==> src/rtl/mem_stage_pkg.sv <==
// Shared constants for the memory stage: memory opcodes, FSM state encoding
// and opcode classification helpers.
package mem_stage_pkg;

  localparam logic [4:0] ALU_ADDITION = 5'd0;
  localparam logic [4:0] ALU_LB       = 5'd24;
  localparam logic [4:0] ALU_LH       = 5'd25;
  localparam logic [4:0] ALU_LW       = 5'd26;
  localparam logic [4:0] ALU_LBU      = 5'd27;
  localparam logic [4:0] ALU_LHU      = 5'd28;
  localparam logic [4:0] ALU_SB       = 5'd29;
  localparam logic [4:0] ALU_SH       = 5'd30;
  localparam logic [4:0] ALU_SW       = 5'd31;

  typedef enum logic {
    IDLE   = 1'b0,
    ACCESS = 1'b1
  } state_e;

  // Memory opcodes occupy the top of the 5-bit code space (24..31).
  function automatic logic is_mem_op(input logic [4:0] op);
    return op >= ALU_LB;
  endfunction

  function automatic logic is_load_op(input logic [4:0] op);
    return op inside {ALU_LB, ALU_LH, ALU_LW, ALU_LBU, ALU_LHU};
  endfunction

  function automatic logic is_misaligned(input logic [4:0] op, input logic [1:0] lo);
    logic bad;
    bad = 1'b0;
    case (op)
      ALU_LH, ALU_LHU, ALU_SH: bad = lo[0];
      ALU_LW, ALU_SW:          bad = (lo != 2'b00);
      default:                 bad = 1'b0;
    endcase
    return bad;
  endfunction

endpackage

==> src/rtl/mem_lane_align.sv <==
// Combinational lane steering: store byte enables / replicated write data and
// load byte/halfword extraction with sign or zero extension.
module mem_lane_align
  import mem_stage_pkg::*;
(
  input  logic [4:0]  op_i,
  input  logic [1:0]  addr_lo_i,
  input  logic [31:0] rs2_i,
  input  logic [31:0] rdata_i,
  output logic [3:0]  be_o,
  output logic [31:0] wdata_o,
  output logic [31:0] load_data_o
);

  logic [7:0]  byte_sel;
  logic [15:0] half_sel;

  function automatic logic signed [31:0] sext8(input logic signed [7:0] v);
    return {{24{v[7]}}, v};
  endfunction

  function automatic logic signed [31:0] sext16(input logic signed [15:0] v);
    return {{16{v[15]}}, v};
  endfunction

  always_comb begin
    byte_sel    = rdata_i[{addr_lo_i, 3'b000} +: 8];
    half_sel    = rdata_i[{addr_lo_i[1], 4'b0000} +: 16];
    be_o        = 4'b0000;
    wdata_o     = rs2_i;
    load_data_o = rdata_i;

    case (op_i)
      ALU_LB, ALU_LBU, ALU_SB: be_o = 4'b0001 << addr_lo_i;
      ALU_LH, ALU_LHU, ALU_SH: be_o = addr_lo_i[1] ? 4'b1100 : 4'b0011;
      ALU_LW, ALU_SW:          be_o = 4'b1111;
      default:                 be_o = 4'b0000;
    endcase

    case (op_i)
      ALU_SB:  wdata_o = {4{rs2_i[7:0]}};
      ALU_SH:  wdata_o = {2{rs2_i[15:0]}};
      default: wdata_o = rs2_i;
    endcase

    case (op_i)
      ALU_LB:  load_data_o = sext8(byte_sel);
      ALU_LBU: load_data_o = {24'd0, byte_sel};
      ALU_LH:  load_data_o = sext16(half_sel);
      ALU_LHU: load_data_o = {16'd0, half_sel};
      default: load_data_o = rdata_i;
    endcase
  end

endmodule

==> src/rtl/mem_stage.sv <==
// Memory pipeline stage: issues loads/stores over a req/ack data-memory port,
// stalls upstream while an access is outstanding, registers the write-back.
module mem_stage
  import mem_stage_pkg::*;
(
  input  logic        clk,
  input  logic        reset,
  input  logic [31:0] in_alu_output,
  input  logic        in_dest_register_enable,
  input  logic [4:0]  in_dest_register_number,
  input  logic [4:0]  in_operation,
  input  logic [31:0] in_source2_reg_value,
  output logic        stall,
  output logic        dmem_req,
  output logic        dmem_we,
  output logic [31:0] dmem_addr,
  output logic [3:0]  dmem_byte_enable,
  output logic [31:0] dmem_wdata,
  input  logic [31:0] dmem_rdata,
  input  logic        dmem_ack,
  output logic        wb_enable,
  output logic [4:0]  wb_register_number,
  output logic [31:0] wb_value,
  output logic        misaligned_fault
);

  state_e      state_q, state_d;
  logic        req_q, req_d, we_q, we_d;
  logic [31:0] addr_q, addr_d, wdata_q, wdata_d;
  logic [3:0]  be_q, be_d;
  logic        wb_en_q, wb_en_d, fault_q, fault_d;
  logic [4:0]  wb_num_q, wb_num_d;
  logic [31:0] wb_val_q, wb_val_d;
  logic [4:0]  op_q, op_d, dest_q, dest_d;
  logic [1:0]  lo_q, lo_d;
  logic        dest_en_q, dest_en_d;

  logic [4:0]  lane_op;
  logic [1:0]  lane_lo;
  logic [3:0]  lane_be;
  logic [31:0] lane_wdata, lane_load;

  // Outside ACCESS the lane logic steers the incoming op; inside, the latched one.
  assign lane_op = (state_q == ACCESS) ? op_q : in_operation;
  assign lane_lo = (state_q == ACCESS) ? lo_q : in_alu_output[1:0];

  mem_lane_align u_align (
    .op_i        (lane_op),
    .addr_lo_i   (lane_lo),
    .rs2_i       (in_source2_reg_value),
    .rdata_i     (dmem_rdata),
    .be_o        (lane_be),
    .wdata_o     (lane_wdata),
    .load_data_o (lane_load)
  );

  always_comb begin
    state_d   = state_q;
    req_d     = req_q;
    we_d      = we_q;
    addr_d    = addr_q;
    be_d      = be_q;
    wdata_d   = wdata_q;
    wb_en_d   = 1'b0;
    wb_num_d  = wb_num_q;
    wb_val_d  = wb_val_q;
    fault_d   = 1'b0;
    op_d      = op_q;
    lo_d      = lo_q;
    dest_d    = dest_q;
    dest_en_d = dest_en_q;
    stall     = 1'b0;

    case (state_q)
      IDLE: begin
        if (!is_mem_op(in_operation)) begin
          wb_val_d = in_alu_output;
          wb_num_d = in_dest_register_number;
          wb_en_d  = in_dest_register_enable && (in_dest_register_number != 5'd0);
        end else if (is_misaligned(in_operation, in_alu_output[1:0])) begin
          fault_d = 1'b1;
        end else begin
          stall     = 1'b1;
          state_d   = ACCESS;
          op_d      = in_operation;
          lo_d      = in_alu_output[1:0];
          dest_d    = in_dest_register_number;
          dest_en_d = in_dest_register_enable;
          req_d     = 1'b1;
          we_d      = !is_load_op(in_operation);
          addr_d    = {in_alu_output[31:2], 2'b00};
          be_d      = lane_be;
          wdata_d   = lane_wdata;
        end
      end
      ACCESS: begin
        stall = !dmem_ack;
        if (dmem_ack) begin
          req_d   = 1'b0;
          state_d = IDLE;
          if (is_load_op(op_q)) begin
            wb_val_d = lane_load;
            wb_num_d = dest_q;
            wb_en_d  = dest_en_q && (dest_q != 5'd0);
          end
        end
      end
      default: state_d = IDLE;
    endcase
  end

  always_ff @(posedge clk or posedge reset) begin
    if (reset) begin
      state_q  <= IDLE;
      req_q    <= 1'b0;
      we_q     <= 1'b0;
      addr_q   <= 32'd0;
      be_q     <= 4'd0;
      wdata_q  <= 32'd0;
      wb_en_q  <= 1'b0;
      wb_num_q <= 5'd0;
      wb_val_q <= 32'd0;
      fault_q  <= 1'b0;
    end else begin
      state_q  <= state_d;
      req_q    <= req_d;
      we_q     <= we_d;
      addr_q   <= addr_d;
      be_q     <= be_d;
      wdata_q  <= wdata_d;
      wb_en_q  <= wb_en_d;
      wb_num_q <= wb_num_d;
      wb_val_q <= wb_val_d;
      fault_q  <= fault_d;
    end
  end

  // Access context is only consumed in ACCESS, so it needs no reset.
  always_ff @(posedge clk) begin
    op_q      <= op_d;
    lo_q      <= lo_d;
    dest_q    <= dest_d;
    dest_en_q <= dest_en_d;
  end

  assign dmem_req           = req_q;
  assign dmem_we            = we_q;
  assign dmem_addr          = addr_q;
  assign dmem_byte_enable   = be_q;
  assign dmem_wdata         = wdata_q;
  assign wb_enable          = wb_en_q;
  assign wb_register_number = wb_num_q;
  assign wb_value           = wb_val_q;
  assign misaligned_fault   = fault_q;

endmodule

==> config.mk <==
export PLATFORM = sky130hd
export DESIGN_NAME = mem_stage
export DESIGN_NICKNAME = d
export VERILOG_FILES = /design/src/rtl/mem_stage_pkg.sv /design/src/rtl/mem_lane_align.sv /design/src/rtl/mem_stage.sv
export SDC_FILE = /design/constraint.sdc
export NUM_CORES = 1
export LEC_CHECK = 0
export CORE_UTILIZATION = 35
export CTS_CLUSTER_DIAMETER = 150
export DETAILED_ROUTE_END_ITERATION = 8
export GPL_TIMING_DRIVEN = 0
export MAX_ROUTING_LAYER = met4
export PLACE_DENSITY = 0.72
export SLEW_MARGIN = 20
export SYNTH_ARGS = -nofsm -noshare
export SYNTH_HDL_FRONTEND = slang
export SYNTH_SLANG_ARGS = --single-unit
==> constraint.sdc <==
create_clock -name clk -period 4.7 [get_ports clk]
set_clock_uncertainty 0.1 [all_clocks]
set_input_delay 0.705 -clock clk [delete_from_list [all_inputs] [get_ports clk]]
set_output_delay 0.705 -clock clk [all_outputs]
set_load 0.005 [all_outputs]
==> impl_table.tex <==
\begin{tabular}{lr}
\hline
Metric & Value \\
\hline
\multicolumn{2}{l}{\textbf{Global route}} \\
\quad Initial antenna violation count & 0 \\
\quad Global-route usage over all layers & 0.230 \\
\quad Global-route wire length before repair & 30.3 mm \\
\quad Largest net degree at the start of global routing & slightly below 80 \\
\quad Remaining Overflow, GRT & 0 \\
\quad Via count of the first global-routing pass & 5,310 \\
\multicolumn{2}{l}{\textbf{Power and ir drop}} \\
\quad Peak supply drop & 0.000247 V \\
\quad Static leakage power & 0.00373 uW \\
\quad Power per Cell Area & 425 nW/um\^{}2 \\
\multicolumn{2}{l}{\textbf{Clocking}} \\
\quad CTS Root Cell & clkbuf\_16 \\
\quad Total number of H-tree levels & 4 \\
\quad Clock edge transition at the registers on the reported setup and hold paths & $\sim$0.060 ns \\
\quad CTS tree & done \\
\quad Number of buffers created by CTS & 17 \\
\quad Hold Buf Count CTS & 0 \\
\quad Later-pin clock latency in the skew report & $\sim$0.42 ns \\
\quad Number of sinks on the clock net & 121 \\
\quad Clock Path Buffers & 2 \\
\multicolumn{2}{l}{\textbf{Placement}} \\
\quad RePlAce Congestion & 0.860 \\
\quad Placed cell area & roughly 8600 um\^{}2 \\
\quad Post-Place Worst Slack & 0.123 ns \\
\quad IO Port Bufs & 217 \\
\quad DPL Wire Length & 15.1 mm \\
\quad Total placed cells including tap cells & 1,003 \\
\multicolumn{2}{l}{\textbf{Worst setup path}} \\
\quad Worst r2r dst & dest\_q[3]\$\_DFFE\_PP\_ \\
\quad Critical Path Fanout Max & 10 \\
\quad Worst R2R Setup Slack & just over 2 ns \\
\quad Worst Setup Path Type & in2out \\
\quad Cell with the largest stage delay on the worst path & clkdlybuf4s50\_1 \\
\quad Sort of element at the end of the critical path & output pin \\
\quad Critical path required time & roughly 3.9 ns \\
\quad Critical path arrival & around 3.7 ns \\
\quad Critical R2R Launch & state\_q\$\_DFF\_PP0\_ \\
\quad Cell Chain, Critical Path & clkdlybuf4s50\_1, buf\_4, a21boi\_0, o211ai\_1, nor3\_4, buf\_2, buf\_2, o21bai\_1, clkdlybuf4s50\_1 \\
\quad Depth of the most critical reg-to-reg path & 6 \\
\quad Startpoint Class & input pin \\
\quad Max incr delay on CP & 0.56 ns \\
\multicolumn{2}{l}{\textbf{Synth}} \\
\quad Synthesized-area fraction occupied by adder cells & 0 \\
\quad Sequential share of the synthesized area & 0.504 \\
\quad Main combinational cell family by area after synthesis & compound AO/OA/AOI/OAI gates \\
\quad Library cells used by synthesis & 55 \\
\quad Cell type contributing the most total cell area after synthesis & dfrtp\_1 \\
\quad Asr flop ratio synth & 0.893 \\
\quad Top post-synthesis cells by area & dfrtp\_1 (44\%), mux2\_2 (7.2\%), edfxtp\_1 (6.4\%) \\
\quad Synthesized-area fraction occupied by xor and xnor cells & 0.00285 \\
\quad Portion of synthesized cell area occupied by the leading cell type & 0.440 \\
\quad Yosys synthesis warning count & 0 \\
\quad Flop and latch count out of synthesis & 121 \\
\quad Number of synthesized flops with an enable pin & 13 \\
\quad Post-Synthesis Cells & about 560 \\
\quad Post-synth design cell area & 6140 um\^{}2 \\
\quad Proportion of synthesized area in mux cells & 0.159 \\
\quad Commonest register cell after synthesis & dfrtp\_1 \\
\quad Fraction of the mapped netlist area in simple logic gates & 0.130 \\
\quad Post-Syn Area per Cell & 11.0 um\^{}2 \\
\quad Synth Area in Compound Gates & 0.166 \\
\multicolumn{2}{l}{\textbf{Layout}} \\
\quad Commonest non-fill, non-tap cells in the layout & clkdlybuf4s50\_1 (217), dfrtp\_1 (108), nand2\_1 (59), o21ai\_0 (40), mux2\_2 (39) \\
\quad Final instance area & 9250 um\^{}2 \\
\quad Commonest non-fill, non-tap cell in the layout & clkdlybuf4s50\_1 \\
\quad N\_diodes & 0 \\
\quad Area of the multi-input gates & 2820 um\^{}2 \\
\quad Number of nets in the layout & about 900 \\
\quad Fraction of layout instances using a drive strength above 1 & 0.154 \\
\quad Area added between synthesis and finish & 50.7\% \\
\quad Sequential cell area in the final layout & around 3100 um\^{}2 \\
\quad Layout Cells excl Fill & 1,035 \\
\quad Fillcell total & 1,486 \\
\quad Final design utilization & 0.537 \\
\multicolumn{2}{l}{\textbf{Timing}} \\
\quad Worst Slack Setup Final & 0.240 ns \\
\quad Final setup violation count & 0 \\
\quad Final Hold Fails & 0 \\
\quad Ratio of final minimum period to clock period & 0.949 \\
\quad Unrepaired setup endpoints after global routing & false \\
\quad Tightest Pin Transition & 0.822 ns \\
\quad Final min period & around 4.5 ns \\
\quad Max Fclk & between 200 and 250 MHz \\
\quad Pins Over Slew Limit & 0 \\
\quad Final hold slack & 0.377 ns \\
\quad Relative slew slack & 0.452 \\
\multicolumn{2}{l}{\textbf{Detailed routing}} \\
\quad Initial DRT Pass Iterations & 4 \\
\quad Final routed wire length divided by cell count & 19.2 um \\
\quad Total number of vias & $\sim$5,500 \\
\quad Initial drt markers & 308 \\
\quad Drt drc & 0 \\
\quad Number of vias per cell after detailed routing & 5.27 \\
\quad Total length of routed wires & about 20 mm \\
\quad Remaining antenna violation count after routing & 0 \\
\multicolumn{2}{l}{\textbf{Floorplanning}} \\
\quad Core region area & 17,200 um\^{}2 \\
\quad Cell Rows & 48 \\
\quad I/O Pins & 220 \\
\quad Die Y-Extent & 134 um \\
\quad Starting density of the core & 0.356 \\
\quad DIE AREA & $\sim$18,000 um\^{}2 \\
\quad Die X-Extent & 134 um \\
\multicolumn{2}{l}{\textbf{Worst hold path}} \\
\quad Hold\_sp & wb\_register\_number[3]\$\_DFFE\_PP0P\_ \\
\quad Tightest Hold Check Type & reg2reg \\
\quad Terminating pin of the worst hold path & wb\_register\_number[3]\$\_DFFE\_PP0P\_ \\
\quad Worst Hold Depth & 2 \\
\multicolumn{2}{l}{\textbf{Run status}} \\
\quad Result of the run & completed \\
\multicolumn{2}{l}{\textbf{Flow run}} \\
\quad Max Cap Violations & 0 \\
\hline
\end{tabular}
## sequential cells by signal, indices dropped and copies added, names as in the netlist
| register | count |
|---|---|
| misaligned_fault | 1 |
| dest_q | 5 |
| wb_enable | 1 |
| dmem_byte_enable | 4 |
| dmem_addr | 30 |
| wb_value | 32 |
| state_q | 1 |
| dest_en_q | 1 |
| dmem_req | 1 |
| lo_q | 2 |
| dmem_we | 1 |
| op_q | 5 |
| dmem_wdata | 32 |
| wb_register_number | 5 |
## per-stage QoR
step | setup TNS (ns) | total power [uW]
2_1_floorplan | 0 | 1870
3_3_place_gp | -76.40 | 2570
3_5_place_dp | 0 | 2590
4_1_cts | 0 | 3960
5_1_grt | 0 | 4120
6_report | 0 | 3930
## Yosys cell counts (all sizes together) (2+ instances only)
cell,number
a211oi,2
inv,2
nand3b,6
edfxtp,13
and2,5
nor2,29
mux2i,29
a31oi,35
buf,30
mux2,41
xor2,2
nand4b,2
nor2b,2
or3,32
nand3,10
o31ai,2
o311ai,2
mux4,9
and3,2
o211ai,12
dfrtp,108
o21a,10
a21o,2
a22oi,11
a21oi,30
or4,2
a21boi,3
clkbuf,11
nand2,59
o21ai,41
## power by group
group          switching [uW]  leakage, uW  total, uW  internal [uW]
Clock                     515     0.000294       1360            845
Combinational             456      0.00209       1160            705
Sequential                118      0.00135       1410           1300
Total                    1090      0.00373       3930           2840
## worst max-delay path: cells and delay by family
family | cells | cell delay [ns]
buf+inv | 5 | 1.98
compound gates | 3 | 0.57
simple gates | 1 | 0.39
## how the worst max path moves through the flow
stage | from | endpoint | slack, ns | depth (start not counted)
2_1_floorplan | reset | dmem_addr[10]$_DFFE_PP0P_ | 1.05 | 1
3_3_place_gp | reset | wb_register_number[4]$_DFFE_PP0P_ | -0.72 | 2
3_5_place_dp | in_operation[0] | stall | 0.12 | 9
4_1_cts | in_operation[0] | stall | 0.11 | 9
5_1_grt | in_operation[0] | stall | 0.11 | 9
6_report | in_operation[0] | stall | 0.24 | 9
## final cells by class
class                           instances  area share
Tap cell                              225      0.0304
Inverter                                2     0.00135
Sequential cell                       121       0.334
Clock buffer                           17      0.0460
Multi-Input combinational cell        396       0.305
Clock inverter                         15      0.0206
Timing Repair Buffer                  218       0.238
Buffer                                 41      0.0243
## what timing repair did
action,4_1_cts,5_1_grt
setup buffers,0,0
gates resized for setup,0,1
endpoints found under the setup margin,0,1
## logic make-up after synthesis
kind of cell,count (synthesis)
AOI/OAI and AO/OA,155
other,1
muxes,79
DFF,121
buffers and inverters,43
and+or+nand+nor,158
xor gates and xnor gates,2
## metal layers
layer	global-route usage	part of all wire	routed length, um	vias to the layer above
met5	-	0	0	-
met4	0.0943	0.031	608	0
met3	0.0488	0.048	950	41
met2	0.349	0.47	9400	173
met1	0.297	0.45	8930	2685
li1	-	-	-	2554
Power figures use the tool's default switching activity.
